### src/rtl/intc_irq_scheduler.sv
// Interrupt sequencer: edge-latched pending flags, round-robin arbitration, req/ack/eoi CPU handshake.
// Edge at clock n sets pending at n, and intr_req rises at n+1; the request stays up until intr_ack.
module intc_irq_scheduler #(
   parameter int                 NUM_SRC   = 4,
   parameter int                 DATA_W    = 32,
   parameter logic [DATA_W-1:0]  RESET_ISR = '0
) (
   input  logic                clk,
   input  logic                rst,
   input  logic [NUM_SRC-1:0]  irq_in,
   input  logic                bus_we,
   input  logic [31:0]         bus_addr,
   input  logic [DATA_W-1:0]   bus_wdata,
   output logic [DATA_W-1:0]   bus_rdata,
   output logic                intr_req,
   output logic [1:0]          intr_id,
   output logic [DATA_W-1:0]   intr_vector,
   input  logic                intr_ack,
   input  logic                intr_eoi,
   output logic [NUM_SRC-1:0]  pending
);

   typedef enum logic [1:0] {IDLE, REQ, SERVICE} state_t;

   state_t              state;
   logic [NUM_SRC-1:0]  irq_prev;
   logic [NUM_SRC-1:0]  mask;
   logic [DATA_W-1:0]   isr [NUM_SRC];
   logic [1:0]          rr_ptr;

   logic [NUM_SRC-1:0]  cand;
   logic [NUM_SRC-1:0]  edge_set;
   logic [NUM_SRC-1:0]  ack_clr;
   logic [1:0]          winner;
   logic                win_vld;
   logic [1:0]          idx;
   logic                unused_addr;

   assign unused_addr = ^{bus_addr[31:5], bus_addr[1:0]};

   assign cand     = pending & mask;
   assign edge_set = irq_in & ~irq_prev;

   always_comb begin
      ack_clr = '0;
      if (state == REQ && intr_ack)
         ack_clr[intr_id] = 1'b1;
   end

   // Search starts just after the last acked source so every source gets a turn.
   always_comb begin
      win_vld = 1'b0;
      winner  = rr_ptr;
      idx     = rr_ptr;
      for (int k = 1; k <= NUM_SRC; k++) begin
         idx = rr_ptr + 2'(k);
         if (!win_vld && cand[idx]) begin
            win_vld = 1'b1;
            winner  = idx;
         end
      end
   end

   always_comb begin
      bus_rdata = '0;
      if (bus_addr[4])
         bus_rdata[NUM_SRC-1:0] = mask;
      else
         bus_rdata = isr[bus_addr[3:2]];
   end

   always_ff @(posedge clk or posedge rst) begin
      if (rst) begin
         state       <= IDLE;
         irq_prev    <= '0;
         pending     <= '0;
         mask        <= '0;
         rr_ptr      <= 2'd3;
         intr_req    <= 1'b0;
         intr_id     <= 2'd0;
         intr_vector <= '0;
         for (int i = 0; i < NUM_SRC; i++)
            isr[i] <= RESET_ISR;
      end else begin
         irq_prev <= irq_in;
         // A new edge on the source being acked must not be lost.
         pending  <= (pending & ~ack_clr) | edge_set;

         if (bus_we) begin
            if (bus_addr[4])
               mask <= bus_wdata[NUM_SRC-1:0];
            else
               isr[bus_addr[3:2]] <= bus_wdata;
         end

         case (state)
            IDLE: begin
               if (win_vld) begin
                  intr_id     <= winner;
                  intr_vector <= isr[winner];
                  intr_req    <= 1'b1;
                  state       <= REQ;
               end
            end
            REQ: begin
               if (intr_ack) begin
                  rr_ptr   <= intr_id;
                  intr_req <= 1'b0;
                  state    <= SERVICE;
               end
            end
            SERVICE: begin
               if (intr_eoi)
                  state <= IDLE;
            end
            default: state <= IDLE;
         endcase
      end
   end

endmodule

### config.mk
export PLATFORM = sky130hd
export DESIGN_NAME = intc_irq_scheduler
export DESIGN_NICKNAME = d
export VERILOG_FILES = /design/src/rtl/intc_irq_scheduler.sv
export SDC_FILE = /design/constraint.sdc
export NUM_CORES = 1
export LEC_CHECK = 0
export CORE_UTILIZATION = 53
export CTS_CLUSTER_DIAMETER = 30
export DETAILED_ROUTE_END_ITERATION = 7
export DONT_BUFFER_PORTS = 1
export PLACE_DENSITY = 0.68
export SLEW_MARGIN = 20
export SYNTH_ARGS = -nofsm -noshare
export SYNTH_HDL_FRONTEND = slang
export SYNTH_SLANG_ARGS = --single-unit
### constraint.sdc
create_clock -name clk -period 7.3 [get_ports clk]
set_input_delay 0.73 -clock clk [delete_from_list [all_inputs] [get_ports clk]]
set_output_delay 0.73 -clock clk [all_outputs]
set_load 0.03 [all_outputs]
# --- Word level (Yosys, flattened, before mapping) ---
# Cells that the tools add are included.
classes:
  bitwise: 9
  div_mod_pow: 0
  shift: 0
  add_sub_neg: 3
  reduce_logical: 17
  muxes: 37
  eq_ne: 5
  n_lt_le_gt_ge: 9
  mul: 0
ops:
  columns: ["operator", "count"]
  rows:
  - ["$mux W32", 5]
  - ["$bmux W32 S2", 2]
  - ["$bwmux W128", 1]
  - ["$demux W32 S2", 1]
  - ["$mux W28", 1]
  - ["$lt A2 B3 Y1 const B", 5]
  - ["$mux W2", 7]
  - ["$and A4 B4 Y4", 3]
  - ["$mux W1", 11]
  - ["$bmux W1 S2", 4]
  - ["$mux W4", 2]
  - ["$not A4 Y4", 2]
  - ["$reduce_and A2 Y1", 4]
  - ["$ge A3 B3 Y1 const B", 2]
  - ["$logic_and A1 B1 Y1", 6]
  - ["$ne A2 B2 Y1 const B", 3]
  - ["$not A2 Y3", 2]
  - ["$pmux W2 S3", 1]
  - ["$reduce_and A3 Y1", 2]
  - ["$add A2 B2 Y2 const B", 2]
  - ["$or A4 B4 Y4", 1]
  - ["$logic_not A1 Y1", 3]
  - ["$lt A3 B1 Y1 const B", 1]
  - ["$add A2 B1 Y2 const B", 1]
  - ["other kinds (8)", 8]
word_totals:
  latch_bits: 0
  regBits: 179
  memories: 0
  mem_bits_rw: 0
  rom_bits: 0

# --- Depth between registers and ports, before layout ---
# Gate-level depths: netlist (run 1).
logic_depth:
  depth_word: 17
  mapped_depth: 8
  depth_no_buf: 5

# --- Worst setup path before layout (run 1) ---
# Ideal clock, no wire load.
synth_timing:
  kind: "in2out"
  from: "in bus_addr[2]"
  to: "out bus_rdata[2]"
  required_ns: 6.570
  t_arrival_ns: 2.082
  slack_ns: 4.488
  cell_stages: 4
  path_cell_list: "buf_2 buf_2 mux4_2 mux2_2"
synth_between:
  elab_chain_cells: 5
synth_rtl:
  columns: ["item", "line", "rtl"]
  rows:
  - ["start, declared", "12", "input logic [31:0] bus_addr,"]
  - ["$not A2 Y3 (not written as such)", "69", "bus_rdata = isr[bus_addr[3:2]];"]
  - ["$bmux W32 S2", "69", null]
  - ["$mux W32 (not written as such) (2 in series)", "69", null]
  - ["$mux W4", "66", "if (bus_addr[4])"]
  - ["end, declared", "14", "output logic [DATA_W-1:0] bus_rdata,"]
# Every way passes these cells. The select of a mux whose other input is x is not followed.

# --- Worst setup path in the final report (run 1) ---
layout_timing:
  from: "reg pending[3]"
  to: "reg intr_vector[6]"
layout_between:
  elab_chain_cells: 17
layout_rtl:
  columns: ["item", "line", "rtl"]
  rows:
  - ["start, declared", "20", "output logic [NUM_SRC-1:0] pending"]
  - ["start signal, assigned", "87", "pending <= (pending & ~ack_clr) | edge_set;"]
  - ["$and A4 B4 Y4 (*)", "41", "assign cand = pending & mask;"]
  - ["$bmux W1 S2", "57", "if (!win_vld && cand[idx]) begin"]
  - ["$mux W1 (not written as such)", "57", null]
  - ["$mux W1", "57", null]
  - ["$logic_not A1 Y1", "57", null]
  - ["$logic_and A1 B1 Y1", "57", null]
  - ["$mux W1", "57", null]
  - ["$logic_not A1 Y1", "57", null]
  - ["$logic_and A1 B1 Y1", "57", null]
  - ["$mux W1", "57", null]
  - ["$logic_not A1 Y1", "57", null]
  - ["$logic_and A1 B1 Y1", "57", null]
  - ["$mux W2", "57", null]
  - ["$not A2 Y3 (not written as such)", "100", "intr_vector <= isr[winner];"]
  - ["$bmux W32 S2", "100", null]
  - ["$mux W32 (not written as such) (2 in series)", "100", null]
  - ["end signal, assigned", "100", null]
  - ["end, declared", "17", "output logic [DATA_W-1:0] intr_vector,"]
# Mark *: on every way between the ends. The rest lies on a longest branch, timed or not. The select of a mux whose other input is x is not followed.
# A chain may end at the register's enable or synchronous reset.

==> flow_summary.json, run 1 <==
{
  "status": "complete, no violations",
  "slowest_delay_ns": 0.84,
  "wl_met3_um": 1191,
  "numCtsBuffers": 17,
  "vdd_drop_max_mv": 0.2902,
  "final_cell_mix": "dfrtp_1, mux2_2, mux2i_1",
  "cpMaxStageDelayCell": "or3_2",
  "finalWorstSetupSlack_ns": 4.310,
  "synth_cells": 607,
  "place_hpwl_um": 11420,
  "wl_um": 19240,
  "clk_pin_slew_ns": 0.06,
  "num_vias": 5008,
  "seq_area_frac_synth_pct": 51.52,
  "rsz0062_at_grt": "false",
  "setup_violations": 0,
  "post_dp_cell_area_um2": 8879,
  "cp_max_fo": 38,
  "synth_cell_type_count": 34,
  "fp.dieArea_um2": 16930,
  "grt_max_degree": 97,
  "drc": 0,
  "fp-row-count": 46,
  "crit_required_ns": 7.64,
  "initial_core_util_pct": 54.56,
  "endpoint_kind": "register",
  "utilization_pct": 59.46,
  "wl_met2_um": 9800,
  "avgSynthCellArea_um2": 14.33,
  "drt-met1-wl_um": 7987,
  "instances_no_fill": 821,
  "synth_top_cell_by_area": "dfrtp_1",
  "yosys_warnings": 0,
  "ctsLongestPathBuffers": 2,
  "p_per_area_nw_per_um2": 406.8,
  "first_pass_iters": 4,
  "worstRegToRegCells": 6,
  "ys.flop_type": "dfrtp_1",
  "timing.fmax_mhz": 334.4,
  "placed_cells": 789,
  "period_minus_slack_ns": 2.990,
  "grt-ovfl-total": 0,
  "htreeDepth": 4,
  "synth-seq-cells": 179,
  "synth_edf_count": 0,
  "design_area_um2": 9479,
  "insertedDiodeCount": 0,
  "ios": 144,
  "gp_congestion": 0.7483,
  "drive_gt1_share_pct": 36.69,
  "skew_ns": 0.005408,
  "final-hold-violation-count": 0,
  "grtUsageTotal_pct": 24.39,
  "grt_pass1_vias": 5534,
  "pre_cts_slack_ns": 4.279,
  "die-height_um": 130.1,
  "maxSlewHeadroom_pct": 35.34,
  "top_layer_used": "met4",
  "grt_pass1_wl_um": 30280,
  "maxSlewViolCount": 0,
  "cts_resized": 0,
  "ys_async_sr_fraction_pct": 100.0,
  "syn_nets": 680,
  "nets": 665,
  "finalCritPeriodShare_pct": 40.96,
  "drtAntennaViolNets": 0,
  "io_buffers": 0,
  "die_x_um": 130.1,
  "tightest_slew_ns": 0.9648,
  "crit_arrival_ns": 3.33,
  "path_class": "reg2reg",
  "leakagePower_uw": 0.004039,
  "tns_ns": 0,
  "cts_tree": "done",
  "first_iter_violations": 206,
  "antenna_found_initial": 0,
  "numClockSinks": 179,
  "n_fill_cell": 1270,
  "wl_per_cell_um": 23.43,
  "drv_cap": 0,
  "worstPathCellList": "nand2_1 -> and3_1 -> or3_2 -> or2_2 -> buf_4 -> o221ai_2",
  "core-area_um2": 15940,
  "netlist_area_um2": 8698,
  "cts-root-buf": "clkbuf_16",
  "cts_hold_buf": 0,
  "synth_top_area_share_pct": 50.92,
  "synth_area_leaders": "dfrtp_1, mux2_2, mux4_2",
  "area_growth_pct": 8.976,
  "postCtsSetupRepairBufs": 0,
  "worstSkewPairLatency_ns": 0.43,
  "drt-vias-per-instance": 6.100,
  "hold_path_class": "in2async",
  "final_common_cell": "dfrtp_1",
  "startpoint_type": "register"
}
[per-stage QoR]
stage                     total power [uW]  hold WS, ns
final                                 3856       0.3266
after global routing                  4058       0.3082
after CTS                             3890       0.3103
after detailed placement              2968       0.4115
after global placement                2917       0.4064
after floorplan                       2716       0.3996
[sequential cells by signal, summed over array words and instances, names as in the netlist]
name	count
isr	128
intr_vector	32
irq_prev	4
mask	4
pending	4
intr_id	2
rr_ptr	2
state	2
intr_req	1
[final timing paths]
kind	end	slack, ns	startpoint
worst max register to register	intr_vector[6]$_DFFE_PP0P_	4.31	pending[3]$_DFF_PP0_
worst min register to register	pending[2]$_DFF_PP0_	0.41	irq_prev[2]$_DFF_PP0_
max in group asynchronous	isr[104]$_DFFE_PP0P_	5.67	rst
worst max-delay path	intr_vector[6]$_DFFE_PP0P_	4.31	pending[3]$_DFF_PP0_
worst min-delay path	isr[7]$_DFFE_PP0P_	0.33	rst
min in group clk	irq_prev[0]$_DFF_PP0_	0.33	irq_in[0]
[cell type report]
class / instances / area, um^2 / share of cell area [%]
clock buffer: 25 / 495.5 / 5.227
clock inverter: 7 / 97.59 / 1.030
inverter: 6 / 27.53 / 0.2904
multi-input combinational: 377 / 4016 / 42.37
sequential: 179 / 4482 / 47.28
tap: 216 / 270.3 / 2.851
timing repair buffer: 11 / 90.09 / 0.9504
[kinds of logic (layout without fill, tap and decap cells)]
family                 count (synthesis)  count (layout)  synth area share [%]
AO/OA/AOI/OAI                         46              46                 6.502
buffers and inverters                 51              49                 2.934
flip-flops                           179             179                 51.52
multiplexers                         233             233                 33.37
AND/OR/NAND/NOR                       98              98                 5.668
[worst max-delay path: cells and delay by family, from the launching register on]
kind,cells,cell delay [ns]
AND/OR/NAND/NOR,4,1.66
flip-flops,1,0.58
buffers and inverters,1,0.35
AO/OA/AOI/OAI,1,0.28
[report_power, final]
group	internal, uW	switching, uW	leakage [uW]
Combinational	579	682	0.00160
Clock	542	370	0.000284
Sequential	1270	414	0.00215
[metal layers]
| metal | GRT usage (%) | up-vias |
|---|---|---|
| li1 | - | 2212 |
| met1 | 29.52 | 2654 |
| met2 | 41.40 | 123 |
| met3 | 8.200 | 19 |
| met4 | 7.114 | 0 |
| met5 | 0 | - |
[Yosys cell counts (3+ instances only)]
library cell  number
nand2_1           54
mux2_1            26
o21ai_0            5
clkbuf_1          19
inv_1              6
buf_6              5
mux2_2           110
nor2b_1           28
dfrtp_1          177
nor2_1             3
mux2i_1           65
buf_2             21
o221ai_2          30
mux4_2            32
Note: power is estimated with default switching activity, not from simulation.
==> run 2: changes to the inputs <==
Clock period 7.3 ns to 2.9 ns, I/O delays scaled along.
==> run 2 against run 1 <==
- global-route usage grew 0.67 points
- fmax is 26% higher
- register-to-register slack worse by 3.8 ns
- combinational power grew to 2.6 times the previous value
==> flow_summary.json, run 2 (synthesized netlist as in run 1, its figures left out) <==
{
  "finalCritPeriodShare_pct": 82.04,
  "drc": 0,
  "maxSlewViolCount": 0,
  "hold_path_class": "in2async",
  "path_class": "reg2reg",
  "tns_ns": 0,
  "first_pass_iters": 4,
  "die_x_um": 130.1,
  "skew_ns": 0.01366,
  "core-area_um2": 15940,
  "numCtsBuffers": 17,
  "cp_max_fo": 19,
  "rsz0062_at_grt": "false",
  "die-height_um": 130.1,
  "maxSlewHeadroom_pct": 36.27,
  "crit_arrival_ns": 2.71,
  "area_growth_pct": 14.97,
  "cts_resized": 0,
  "grt_pass1_wl_um": 31190,
  "grtUsageTotal_pct": 25.06,
  "insertedDiodeCount": 0,
  "vdd_drop_max_mv": 0.8318,
  "numClockSinks": 179,
  "drv_cap": 0,
  "worstSkewPairLatency_ns": 0.44,
  "place_hpwl_um": 11810,
  "ctsLongestPathBuffers": 2,
  "holdWs_ns": 0.007829,
  "grt_pass1_vias": 5589,
  "grt_max_degree": 180,
  "instances_no_fill": 869,
  "first_iter_violations": 348,
  "r2r-start": "pending[1]$_DFF_PP0_",
  "fp.dieArea_um2": 16930,
  "gp_congestion": 0.7668,
  "cts_hold_buf": 38,
  "crit_required_ns": 3.23,
  "reg2reg_slack_ns": 0.52,
  "final_cell_mix": "dfrtp_1, mux2_2, mux2i_1",
  "wl_um": 19610,
  "final-hold-violation-count": 0,
  "startpoint_type": "register",
  "setup_violations": 0,
  "cts-root-buf": "clkbuf_16",
  "clk_pin_slew_ns": 0.06,
  "initial_core_util_pct": 54.56,
  "num_vias": 5265,
  "worstRegToRegCells": 7,
  "drt-vias-per-instance": 6.059,
  "drtAntennaViolNets": 0,
  "reg2reg_to": "intr_vector[28]$_DFFE_PP0P_",
  "wl_per_cell_um": 22.57,
  "drive_gt1_share_pct": 35.68,
  "largest_reg_flops": 128,
  "antenna_found_initial": 0,
  "endpoint_kind": "register",
  "cts_tree": "done",
  "io_buffers": 0,
  "grt-ovfl-total": 0,
  "largestRegisters": "isr (128), intr_vector (32)",
  "nets": 713,
  "final_common_cell": "dfrtp_1",
  "postCtsSetupRepairBufs": 0,
  "period_minus_slack_ns": 2.379,
  "status": "complete, no violations",
  "ios": 144,
  "htreeDepth": 4,
  "regMostFlops": "isr",
  "leakagePower_uw": 0.004261,
  "tightest_slew_ns": 0.9559,
  "timing.fmax_mhz": 420.3,
  "fp-row-count": 46,
  "placed_cells": 796,
  "p_per_area_nw_per_um2": 999.3
}
==> run 2: cell types whose count changed in the layout (fill, tap and decap cells not counted) <==
cell / before / now
dlygate4sd3_1: 0 / 41
buf_4: 9 / 16
clkbuf_1: 4 / 0
clkinvlp_4: 2 / 5
buf_12: 0 / 2
buf_6: 2 / 0
bufinv_16: 2 / 4
clkbuf_8: 4 / 2
clkinv_2: 1 / 3
inv_6: 1 / 0
==> run 2: area by class of cell <==
class / count / area [um^2]
Tap cell: 216 / 270.3
Timing Repair Buffer: 59 / 570.5
Sequential cell: 179 / 4482
Multi-Input combinational cell: 377 / 4016
Fill cell: 1229 / 5942
Clock buffer: 19 / 452.9
Inverter: 6 / 26.28
Clock inverter: 13 / 182.7
==> run 2: worst max-delay path, stage by stage, from the launching register on <==
cell	delay (ns)
dfrtp_1	0.62
a22oi_2	0.11
and3_1	0.21
or3_2	0.44
buf_4	0.23
nand2b_2	0.21
buf_4	0.25
o221ai_1	0.20
==> run 2: worst max-delay path by stage <==
stage	slack [ns]	end	cells after the start	startpoint
2_1_floorplan	0.32	intr_id[0]$_DFFE_PP0P_	1	rst
4_1_cts	0.52	intr_vector[28]$_DFFE_PP0P_	7	pending[0]$_DFF_PP0_
5_1_grt	0.42	intr_vector[28]$_DFFE_PP0P_	7	pending[1]$_DFF_PP0_
6_report	0.52	intr_vector[28]$_DFFE_PP0P_	7	pending[1]$_DFF_PP0_
3_5_place_dp	0.54	intr_vector[28]$_DFFE_PP0P_	7	pending[0]$_DFF_PP0_
3_3_place_gp	0.56	intr_vector[31]$_DFFE_PP0P_	7	pending[0]$_DFF_PP0_
==> run 2: routing by layer <==
layer  up-vias  GRT usage (%)  wire [um]
met4         0          9.097        318
met1      2816          31.03       8169
met5         -              0          0
met2       116          41.55      10040
met3        30          7.585       1089
li1       2303              -          -
==> run 2: where the power goes <==
group          internal, uW  switching [uW]  total (uW)
combinational          1560            1740        3310
clock                  1490             969        2450
sequential             3190            1040        4230
total                  6240            3750        9990
==> run 2: stage by stage <==
stage | setup WS, ns | area (um^2) | util, % | total power [uW]
2_1_floorplan | 0.3170 | 8702 | - | 6838
3_3_place_gp | 0.5618 | 8955 | 56.17 | 7406
3_5_place_dp | 0.5378 | 8955 | 56.17 | 7539
4_1_cts | 0.5198 | 9971 | 62.54 | 10080
5_1_grt | 0.4154 | 10000 | 62.73 | 10510
6_report | 0.5208 | 10000 | 62.73 | 9994
==> run 3: changes to the inputs <==
Clock period 2.9 ns to 2.4 ns, I/O delays scaled along.
==> run 3 against run 2 <==
- critical path depth fell by 1
- routed wire length rose by 0.55%
- count of clock-buffer cells in the layout rose by 4
- sequential power is 20% higher
- register-to-register slack got worse by 0.25 ns
==> flow_summary.json, run 3 (synthesized netlist as in run 1, its figures left out) <==
{
  "instances_no_fill": 873,
  "pre_cts_slack_ns": 0.3171,
  "fp.dieArea_um2": 16930,
  "grt_pass1_vias": 5657,
  "status": "complete, no violations",
  "cts-root-buf": "clkbuf_16",
  "cpMaxStageDelayCell": "or3_2",
  "htreeDepth": 4,
  "slowest_delay_ns": 0.46,
  "num_vias": 5242,
  "die-height_um": 130.1,
  "p_per_area_nw_per_um2": 1209,
  "placed_cells": 802,
  "cts_tree": "done",
  "ctsLongestPathBuffers": 2,
  "worstPathCellList": "a22oi_2 -> and3_1 -> or3_2 -> or2_2 -> buf_4 -> o221ai_1",
  "first_iter_violations": 253,
  "rsz0062_at_grt": "false",
  "regMostFlops": "isr",
  "leakagePower_uw": 0.004284,
  "area_growth_pct": 15.10,
  "finalWorstSetupSlack_ns": 0.2728,
  "final_common_cell": "dfrtp_1",
  "tns_ns": 0,
  "skew_ns": 0.008645,
  "grt-ovfl-total": 0,
  "endpoint_kind": "register",
  "final-hold-violation-count": 0,
  "ios": 144,
  "cp_max_fo": 18,
  "timing.fmax_mhz": 470.1,
  "drtAntennaViolNets": 0,
  "core-area_um2": 15940,
  "gp_congestion": 0.7806,
  "io_buffers": 0,
  "wl_per_cell_um": 22.59,
  "tightest_slew_ns": 0.7734,
  "finalCritPeriodShare_pct": 88.63,
  "largest_reg_flops": 128,
  "numCtsBuffers": 17,
  "grtUsageTotal_pct": 25.27,
  "startpoint_type": "register",
  "grt_pass1_wl_um": 31380,
  "crit_required_ns": 2.73,
  "drv_cap": 0,
  "worstSkewPairLatency_ns": 0.43,
  "utilization_pct": 62.80,
  "hold_path_class": "in2reg",
  "drive_gt1_share_pct": 35.98,
  "vdd_drop_max_mv": 0.9699,
  "final_cell_mix": "dfrtp_1, mux2_2, mux2i_1",
  "grt_max_degree": 140,
  "first_pass_iters": 4,
  "antenna_found_initial": 1,
  "setup_violations": 0,
  "clk_pin_slew_ns": 0.07,
  "crit_arrival_ns": 2.46,
  "fp-row-count": 46,
  "drt-vias-per-instance": 6.005,
  "die_x_um": 130.1,
  "path_class": "reg2reg",
  "numClockSinks": 179,
  "maxSlewViolCount": 0,
  "cts_resized": 0,
  "period_minus_slack_ns": 2.127,
  "maxSlewHeadroom_pct": 48.44,
  "place_hpwl_um": 12170,
  "nets": 716,
  "p_total_uw": 12110,
  "wl_um": 19720,
  "largestRegisters": "isr (128), intr_vector (32)",
  "initial_core_util_pct": 54.56,
  "drc": 0
}
==> run 3: cell count changes in the layout (fill, tap and decap cells not counted) <==
cell / previous run / this run
buf_4: 16 / 22
clkbuf_1: 0 / 3
clkinvlp_4: 5 / 2
dlygate4sd3_1: 41 / 38
clkbuf_8: 2 / 3
clkinv_4: 2 / 1
diode_2: 0 / 1
==> run 3: timing repair <==
item	4_1_cts	5_1_grt
setup buffers	0	0
hold buffers	38	0
endpoints found under the hold margin	318	0
endpoints found under the setup margin	0	0
==> run 3: worst max-delay path: cells and delay by family, from the launching register on <==
| kind | cells | cell delay [ns] |
|---|---|---|
| and+or+nand+nor | 3 | 0.98 |
| DFF | 1 | 0.42 |
| buffers and inverters | 1 | 0.25 |
| AOI/OAI and AO/OA | 2 | 0.36 |
==> run 3: power breakdown <==
part | internal, uW | total (uW) | leakage, uW | switching [uW]
Sequential | 3860 | 5060 | 0.00215 | 1200
Clock | 1820 | 2940 | 0.000307 | 1120
Combinational | 1910 | 4110 | 0.00182 | 2190
Total | 7600 | 12100 | 0.00428 | 4510
==> run 3: per-stage QoR <==
step / hold WS [ns] / area [um^2]
after floorplan: 0.2714 / 8702
after global placement: 0.2715 / 9000
after detailed placement: 0.2715 / 9000
after CTS: 0.02133 / 10010
after global routing: 0.03690 / 10010
final: 0.04250 / 10010
==> run 3: metal layers <==
metal / wire length [um] / track usage, % / vias to the layer above
li1: - / - / 2335
met1: 8446 / 31.62 / 2758
met2: 9752 / 41.83 / 126
met3: 1202 / 7.093 / 23
met4: 318 / 9.576 / 0
met5: 0 / 0 / -
==> run 3: worst paths after layout <==
path	start	endpoint	slack, ns	depth (start not counted)
worst max-delay path	mask[0]$_DFFE_PP0P_	intr_vector[27]$_DFFE_PP0P_	0.27	6
worst min-delay path	intr_ack	state[0]$_DFFE_PP0P_	0.04	3
worst max register to register	mask[0]$_DFFE_PP0P_	intr_vector[27]$_DFFE_PP0P_	0.27	6
worst min register to register	irq_prev[1]$_DFF_PP0_	pending[1]$_DFF_PP0_	0.42	1
max in group asynchronous	rst	isr[33]$_DFFE_PP0P_	1.32	3
min in group asynchronous	rst	isr[69]$_DFFE_PP0P_	0.47	3
==> run 3: layout make-up <==
class / count / area (um^2)
fillers: 1221 / 5931
flip-flops and latches: 179 / 4482
multi-input cells: 377 / 4016
repair buffers: 62 / 585.6
clock buffers: 23 / 478.0
well taps: 216 / 270.3
clock inverters: 9 / 151.4
inverters: 6 / 26.28
diodes: 1 / 2.502
